`config.mk`:
```
export PLATFORM = sky130hd
export DESIGN_NAME = mem_port_arbiter
export DESIGN_NICKNAME = d
export VERILOG_FILES = /design/src/rtl/mem_arb_pkg.sv /design/src/rtl/arb_prio_sel.sv /design/src/rtl/mem_port_arbiter.sv
export SDC_FILE = /design/constraint.sdc
export NUM_CORES = 1
export LEC_CHECK = 0
export CORE_AREA = 2 2 103 105
export DETAILED_ROUTE_END_ITERATION = 7
export DIE_AREA = 0 0 105 107
export MAX_ROUTING_LAYER = met4
export PLACE_DENSITY = 0.65
export SYNTH_ARGS = -nofsm -noshare
export SYNTH_HDL_FRONTEND = slang
export SYNTH_SLANG_ARGS = --single-unit
```
`constraint.sdc`:
```
create_clock -name clk -period 2.6 [get_ports clk]
set_input_delay 0.52 -clock clk [delete_from_list [all_inputs] [get_ports clk]]
set_output_delay 0.52 -clock clk [all_outputs]
set_load 0.05 [all_outputs]
```
`src/rtl/mem_arb_pkg.sv`:
```
`default_nettype none
// ============================================================================
// Module      : mem_arb_pkg
// Description : Shared types and default widths for the memory port arbiter.
// Revision    : 1.0 - initial release
// ============================================================================
package mem_arb_pkg;

    localparam int DEF_ADDR_W = 32;
    localparam int DEF_DATA_W = 32;

    // Width of the latency and starvation counters (legal limits are 1..15)
    localparam int CNT_W = 4;

    // Bit positions inside the grant vector produced by arb_prio_sel
    localparam int GNT_IF = 0;
    localparam int GNT_D  = 1;

    typedef enum logic [0:0] {
        ST_IDLE = 1'b0,
        ST_WAIT = 1'b1
    } state_t;

    typedef enum logic [0:0] {
        OWN_IF = 1'b0,
        OWN_D  = 1'b1
    } owner_t;

endpackage
`default_nettype wire

```
`src/rtl/arb_prio_sel.sv`:
```
`default_nettype none
// ============================================================================
// Module      : arb_prio_sel
// Description : Combinational winner selection. D has priority unless IF
//               has lost STARVE_LIMIT consecutive arbitrations.
// Revision    : 1.0 - initial release
// ============================================================================
module arb_prio_sel
    import mem_arb_pkg::*;
#(
    parameter int STARVE_LIMIT = 4
) (
    input  logic             if_req,
    input  logic             d_req,
    input  logic [CNT_W-1:0] starve_cnt,
    output logic [1:0]       gnt_vec
);

    logic w_if_starved;

    assign w_if_starved = (starve_cnt == CNT_W'(STARVE_LIMIT));

    // At most one bit of the grant vector is ever set
    always_comb begin
        gnt_vec = 2'b00;
        if (if_req && (!d_req || w_if_starved)) begin
            gnt_vec[GNT_IF] = 1'b1;
        end else if (d_req) begin
            gnt_vec[GNT_D] = 1'b1;
        end
    end

endmodule
`default_nettype wire

```
`src/rtl/mem_port_arbiter.sv`:
```
`default_nettype none
// ============================================================================
// Module      : mem_port_arbiter
// Description : Shares one single-ported memory between instruction fetch
//               (IF) and data (D) requesters, one transaction in flight.
//               Optional macro ARB_PERF_CNT_EN adds grant/conflict counters.
// Revision    : 1.0 - initial release
// ============================================================================
module mem_port_arbiter
    import mem_arb_pkg::*;
#(
    parameter int ADDR_W       = DEF_ADDR_W,
    parameter int DATA_W       = DEF_DATA_W,
    parameter int MEM_LATENCY  = 1,
    parameter int STARVE_LIMIT = 4
) (
    input  logic              clk,
    input  logic              rst,
    input  logic              if_req,
    input  logic [ADDR_W-1:0] if_addr,
    output logic              if_gnt,
    output logic              if_rvalid,
    output logic [DATA_W-1:0] if_rdata,
    input  logic              d_req,
    input  logic              d_we,
    input  logic [ADDR_W-1:0] d_addr,
    input  logic [DATA_W-1:0] d_wdata,
    output logic              d_gnt,
    output logic              d_rvalid,
    output logic [DATA_W-1:0] d_rdata,
    output logic              mem_en,
    output logic              mem_we,
    output logic [ADDR_W-1:0] mem_addr,
    output logic [DATA_W-1:0] mem_wdata,
    input  logic [DATA_W-1:0] mem_rdata
`ifdef ARB_PERF_CNT_EN
    ,
    output logic [31:0]       perf_if_gnt,
    output logic [31:0]       perf_d_gnt,
    output logic [31:0]       perf_conflict
`endif
);

    localparam logic [CNT_W-1:0] LAT_INIT = CNT_W'(MEM_LATENCY - 1);
    localparam logic [CNT_W-1:0] STV_MAX  = CNT_W'(STARVE_LIMIT);

    state_t           r_state;
    state_t           w_state_nxt;
    owner_t           r_owner;
    logic [CNT_W-1:0] r_lat_cnt;
    logic [CNT_W-1:0] r_starve_cnt;
    logic [1:0]       w_gnt_vec;

    arb_prio_sel #(
        .STARVE_LIMIT (STARVE_LIMIT)
    ) u_prio_sel (
        .if_req     (if_req),
        .d_req      (d_req),
        .starve_cnt (r_starve_cnt),
        .gnt_vec    (w_gnt_vec)
    );

    // Next state and all outputs; rst forces every output low combinationally
    always_comb begin
        w_state_nxt = r_state;
        if_gnt      = 1'b0;
        d_gnt       = 1'b0;
        if_rvalid   = 1'b0;
        d_rvalid    = 1'b0;
        if_rdata    = '0;
        d_rdata     = '0;
        mem_en      = 1'b0;
        mem_we      = 1'b0;
        mem_addr    = '0;
        mem_wdata   = '0;
        case (r_state)
            ST_IDLE: begin
                if (!rst) begin
                    if (w_gnt_vec[GNT_D]) begin
                        d_gnt       = 1'b1;
                        mem_en      = 1'b1;
                        mem_we      = d_we;
                        mem_addr    = d_addr;
                        mem_wdata   = d_wdata;
                        w_state_nxt = ST_WAIT;
                    end else if (w_gnt_vec[GNT_IF]) begin
                        if_gnt      = 1'b1;
                        mem_en      = 1'b1;
                        mem_addr    = if_addr;
                        w_state_nxt = ST_WAIT;
                    end
                end
            end
            ST_WAIT: begin
                if (r_lat_cnt == '0) begin
                    w_state_nxt = ST_IDLE;
                    if (r_owner == OWN_D) begin
                        d_rvalid = 1'b1;
                        d_rdata  = mem_rdata;
                    end else begin
                        if_rvalid = 1'b1;
                        if_rdata  = mem_rdata;
                    end
                end
            end
            default: w_state_nxt = ST_IDLE;
        endcase
    end

    // Transaction state: FSM, owner and remaining memory latency
    always_ff @(posedge clk or posedge rst) begin
        if (rst) begin
            r_state   <= ST_IDLE;
            r_owner   <= OWN_D;
            r_lat_cnt <= '0;
        end else begin
            r_state <= w_state_nxt;
            if (d_gnt) begin
                r_owner   <= OWN_D;
                r_lat_cnt <= LAT_INIT;
            end else if (if_gnt) begin
                r_owner   <= OWN_IF;
                r_lat_cnt <= LAT_INIT;
            end else if (r_state == ST_WAIT && r_lat_cnt != '0) begin
                r_lat_cnt <= r_lat_cnt - 1'b1;
            end
        end
    end

    // Consecutive IF losses to D, saturating at the starvation limit
    always_ff @(posedge clk or posedge rst) begin
        if (rst) begin
            r_starve_cnt <= '0;
        end else if (if_gnt) begin
            r_starve_cnt <= '0;
        end else if (d_gnt && if_req && r_starve_cnt != STV_MAX) begin
            r_starve_cnt <= r_starve_cnt + 1'b1;
        end
    end

`ifdef ARB_PERF_CNT_EN
    logic w_conflict;

    // A cycle counts once if any request is pending without its grant
    assign w_conflict = (if_req && !if_gnt) || (d_req && !d_gnt);

    // Free-running wrapping performance counters
    always_ff @(posedge clk or posedge rst) begin
        if (rst) begin
            perf_if_gnt   <= '0;
            perf_d_gnt    <= '0;
            perf_conflict <= '0;
        end else begin
            if (if_gnt)     perf_if_gnt   <= perf_if_gnt + 32'd1;
            if (d_gnt)      perf_d_gnt    <= perf_d_gnt + 32'd1;
            if (w_conflict) perf_conflict <= perf_conflict + 32'd1;
        end
    end
`endif

endmodule
`default_nettype wire
```
== Word-level counts from Yosys, hierarchy flattened ==
Cells that the tools add are included.
Word-level totals
  register bits after elaboration: 10
  output and inout port bits: 134
  logic and storage cells: 64
Cells by class
  add/subtract/negate cells: 2
  equal/unequal tests: 2
  multiplexer cells: 44
  bitwise gates (word level): 1
  reductions and logical operators: 11
Operator list (count)
  32-bit two-way mux: 13
  1-bit two-way mux: 25
  4-bit two-way mux: 5
  4-bit by 1-bit adder with 4-bit output (second input constant): 1
  4-bit by 3-bit == test with 1-bit output (second input constant): 1
  1-bit logical AND: 4
  4-bit zero test: 1
  4-bit by 3-bit != test with 1-bit output (second input constant): 1
  2-bit nonzero test: 2
  4-bit nonzero test: 1
  4-bit by 1-bit subtractor with 4-bit output (second input constant): 1
  3-bit nonzero test: 1
  1-bit case mux with 2 select lines: 1
  1-bit zero test: 1
  1-bit logical OR: 1
  1-bit NOT: 1

== Depth between registers and ports, before layout ==
  word-level depth: 11
  mapped depth: 7
  mapped depth without buffers: 5

== Modules after synthesis ==
A second synthesis with hierarchy kept.
Unflattened totals
  cell total of the unflattened synthesis: 212
  area total of the unflattened synthesis: 1611.5 µm²
Modules (own cells, without submodules)
  mem_port_arbiter: instances 1, cells each 208, area an instance 1585.3 µm², sequential area each 251.5 µm²
  arb_prio_sel: instances 1, cells each 4, area an instance 26.3 µm², sequential area each 0.0 µm²

== Worst setup path before layout ==
OpenSTA, ideal clock, no wires.
  path kind: register to output
  from: register r_starve_cnt[0]
  to: output port mem_addr[12]
  arrival time: 2.097 ns
  data required time: 2.080 ns
  setup slack: -0.017 ns
  cell stages (with the launch flop): 8
  path through: dfrtp_1 -> inv_1 -> ha_1 -> and3b_1 -> a21o_1 -> buf_2 -> buf_4 -> o22ai_1
On the way
  cells in the longest elaborated chain, start to end: 8
  elaborated cells on any way between the ends: 9
  those cells by class: 1 x eq/ne; 6 x mux; 2 x reduce/logical
Ends and longest elaborated chain
  start, declared: line mem_port_arbiter.sv:51  | logic [CNT_W-1:0] r_starve_cnt;
  start signal, assigned: line mem_port_arbiter.sv:137  | r_starve_cnt <= r_starve_cnt + 1'b1;
  4-bit by 3-bit == test with 1-bit output *: line arb_prio_sel.sv:21  | assign w_if_starved = (starve_cnt == CNT_W'(STARVE_LIMIT));
  1-bit logical OR *: line arb_prio_sel.sv:26  | if (if_req && (!d_req || w_if_starved)) begin
  1-bit logical AND *: line arb_prio_sel.sv:26
  1-bit two-way mux: line arb_prio_sel.sv:26
  32-bit two-way mux: line mem_port_arbiter.sv:86  | end else if (w_gnt_vec[GNT_IF]) begin
  32-bit two-way mux *: line mem_port_arbiter.sv:79  | if (w_gnt_vec[GNT_D]) begin
  32-bit two-way mux *: line mem_port_arbiter.sv:78  | if (!rst) begin
  32-bit two-way mux *: line mem_port_arbiter.sv:76  | case (r_state)
  end, declared: line mem_port_arbiter.sv:33  | output logic [ADDR_W-1:0] mem_addr,
Mark *: on every way between the ends. The rest lies on a longest branch, timed or not.

== Final worst setup path ==
  from: input port d_req
  to: output port mem_addr[7]
On the way
  cells in the longest elaborated chain, start to end: 8
  elaborated cells on any way between the ends: 10
  those cells by class: 7 x mux; 3 x reduce/logical
Ends and longest elaborated chain
  start, declared: line mem_port_arbiter.sv:24  | input logic d_req,
  1-bit zero test: line arb_prio_sel.sv:26
  1-bit logical OR: line arb_prio_sel.sv:26
  1-bit logical AND: line arb_prio_sel.sv:26
  1-bit two-way mux: line arb_prio_sel.sv:26
  32-bit two-way mux: line mem_port_arbiter.sv:86
  32-bit two-way mux *: line mem_port_arbiter.sv:79
  32-bit two-way mux *: line mem_port_arbiter.sv:78
  32-bit two-way mux *: line mem_port_arbiter.sv:76
Marks and branches as above.

==> reports/qor.txt <==
fin util -> 56.29%
max-cap viol count -> 0
core footprint -> 10,090 sq um
synth warn -> 0
Lkg Pwr -> 2.432 nW
register area share after synthesis -> 13.81%
root buffer cell -> clkbuf_8
Top Layer Used -> met4
Sinks on Clock Net -> 10
Pre-Repair DR Iteration Count -> 4
chip height -> 107 microns
Clock transition at path regs -> 0.05 ns
drt wl/cell -> 14.64 microns
final setup vio count -> 0
Via Count -> 3,013
Met3 Routed Length -> 900 microns
Rel. slew slack -> 73.83%
Detailed Place HPWL -> 8.764 mm
GRT Overall Usage -> 17.34%
Comb pwr share -> 84.9%
htree depth -> 1
diodes inserted -> 0
global route overflow -> 0
Final Power -> 0.003494 W
critical path class -> input port to output pin
PD cells -> 615.2 nW/um^2
CP endpoint kind -> output pin
CTS max path bufs -> 2
FMAX -> 397.1 MHz
Final Skew -> 0.003683 ns
antenna violations before repair -> 0
Net Sw Power -> 0.001796 W
clock latency on the worst-skew pair -> 0.24 ns
Initial Util -> 18.04%
PortBufs -> 266
Peak VDD IR -> 234.8 uV
worst hold path class -> input port to async pin
# rows -> 37
post-DR vias/cell -> 4.444
Seq cells post-synth -> 10
status -> finished clean
Die Span X -> 105 microns
final hold vios -> 0
Clk network pwr share -> 5.6%
I/O pin cnt -> 267
GP Congestion -> 0.8269
pin slew with the least headroom to its limit -> 0.3922 ns
Area Growth Syn to Fin -> 212.0%
Hold Slack -> 0.3582 ns
sequential share of power -> 9.5%
required time worst endpoint -> 2.08 ns
first-pass GRT wire length -> 15.24 mm
fin area -> 5680 sq um
largest net degree at the start of global routing -> 52
Avg Inst Size Synth -> 6.365 sq um
Post-Synthesis Net Count -> 422
final count of pins violating max slew -> 0
M1 WL -> 3.600 mm
setup TNS -> 0 ns
nets -> 679
minimum clock period -> 2.518 ns
Die ar. -> 11,240 sq um
Period Utilization, post-route -> 96.86%
Switching Share -> 51.39%
unrepaired setup endpoints after global routing -> no
DRT iter0 DRCs -> 76
CTS Buf Count -> 3
startpoint types -> input port
Crit Path Max Fanout -> 27
CTS tree -> done
DP Area -> 5598 sq um
Cells after Synth -> 286
remaining antenna violation count after routing -> 0
Yosys cell types -> 37
WP data arrival -> 2.00 ns
DRC Markers -> 0
internal cell power -> 0.001699 W
metal2 WL -> 5.279 mm
mapped cell area -> 1820 sq um
post-CTS setup buffers -> 0
layout cells sized above 1 -> 30.26%
Routed WL -> 9.929 mm
number of global-route vias before repair -> 3,022
==> synth_stat cells <==
library cell | n | area [sq um]
a21o_1 | 1 | 7.510
a21oi_1 | 1 | 5.000
a21oi_2 | 1 | 8.760
a22o_1 | 1 | 8.760
a22oi_1 | 1 | 7.510
and2_1 | 65 | 406.6
and3_1 | 33 | 206.5
and3b_1 | 1 | 8.760
buf_2 | 12 | 60.06
buf_4 | 4 | 30.03
buf_6 | 1 | 11.26
clkbuf_1 | 8 | 30.03
clkbuf_2 | 3 | 15.01
dfrtp_1 | 9 | 225.2
dfstp_2 | 1 | 26.28
ha_1 | 3 | 37.54
inv_1 | 7 | 26.28
mux2i_1 | 3 | 30.03
nand2_1 | 68 | 255.2
nand2_2 | 1 | 6.260
nand2b_1 | 2 | 12.51
nand3_1 | 4 | 20.02
nand4b_1 | 1 | 8.760
nor2_1 | 7 | 26.28
nor2b_1 | 1 | 6.260
nor4_4 | 1 | 21.27
nor4b_1 | 1 | 8.760
nor4b_4 | 1 | 23.77
o21ai_0 | 5 | 25.02
o21ai_1 | 1 | 5.000
o21ai_2 | 1 | 8.760
o22ai_1 | 32 | 200.2
o2bb2ai_1 | 1 | 8.760
o311ai_0 | 1 | 8.760
o41ai_1 | 1 | 8.760
or2_2 | 1 | 6.260
or3b_2 | 1 | 8.760
==> registers in the layout, indices dropped and copies added, names as in the netlist <==
signal	cells
r_starve_cnt	4
r_state	1
r_owner	1
r_lat_cnt	4
==> per-layer routing <==
layer  global-route usage (%)  up-vias
met5                        -        -
met4                    4.571        0
met3                    4.316       11
met2                    33.26      173
met1                    17.54     1349
li1                         -     1480
==> cells in the final DEF, fill, tap and decap left out, types with 2 or more instances in the layout <==
| cell | instances |
|---|---|
| nand3_1 | 4 |
| nor2_1 | 6 |
| o22ai_1 | 30 |
| and3_1 | 33 |
| dfrtp_1 | 9 |
| ha_1 | 3 |
| and2_1 | 65 |
| clkdlybuf4s50_1 | 131 |
| buf_12 | 105 |
| o22ai_2 | 2 |
| clkbuf_8 | 4 |
| mux2i_1 | 3 |
| nand2b_1 | 2 |
| inv_1 | 7 |
| nand2_1 | 68 |
| o21ai_0 | 5 |
| buf_4 | 42 |
==> area by class of cell <==
cell class	instances	area (sq um)
Multi-Input combinational cell	241	1425
Clock buffer	4	55.05
Timing Repair Buffer	280	3752
Sequential cell	10	251.5
Fill cell	910	4412
Inverter	7	26.28
Tap cell	136	170.2
==> power by group through the flow <==
stage	Combinational (W)	Clock, W	Sequential, W
3_3_place_gp	0.00294	0	0.000325
4_1_cts	0.00299	0.000200	0.000331
3_5_place_dp	0.00298	0	0.000333
5_1_grt	0.00311	0.000204	0.000345
6_report	0.00297	0.000197	0.000330
2_1_floorplan	0.00159	0	0.000305
==> through the flow <==
stage | cells | worst slack [ns]
floorplan | 286 | -0.01680
global placement | 674 | 0.08508
detailed placement | 674 | 0.06478
CTS | 678 | 0.05406
global route | 678 | 0.01018
finish | 678 | 0.08164
==> kinds of logic after synthesis <==
group | after synthesis | share of synthesized area, %
and+or+nand+nor | 188 | 56.36
AOI/OAI and AO/OA | 47 | 16.63
buffers and inverters | 35 | 9.485
muxes | 3 | 1.650
DFF | 10 | 13.81
adders and majority gates | 3 | 2.062
==> worst paths after layout <==
path	from	slack [ns]	cells past startpoint	to
min in group clk	r_lat_cnt[0]	0.50	1	r_lat_cnt[0]
setup / recovery	d_req	0.08	6	mem_addr[7]
setup reg to reg	r_starve_cnt[0]	1.03	6	r_starve_cnt[0]
max in group asynchronous	rst	1.92	2	r_owner
hold reg to reg	r_lat_cnt[0]	0.50	1	r_lat_cnt[0]
hold / removal	rst	0.36	2	r_lat_cnt[1]
==> worst max-delay path, cell delays in order <==
cell,delay (ns)
clkdlybuf4s50_1,0.54
inv_1,0.14
o21ai_2,0.26
buf_12,0.20
o22ai_1,0.11
buf_4,0.20
==> timing repair <==
item                                    CTS  global route
hold buffers                              0             0
resized for setup                         0             6
endpoints found under the setup margin    0            38
Note: power is estimated with default switching activity, not from simulation.
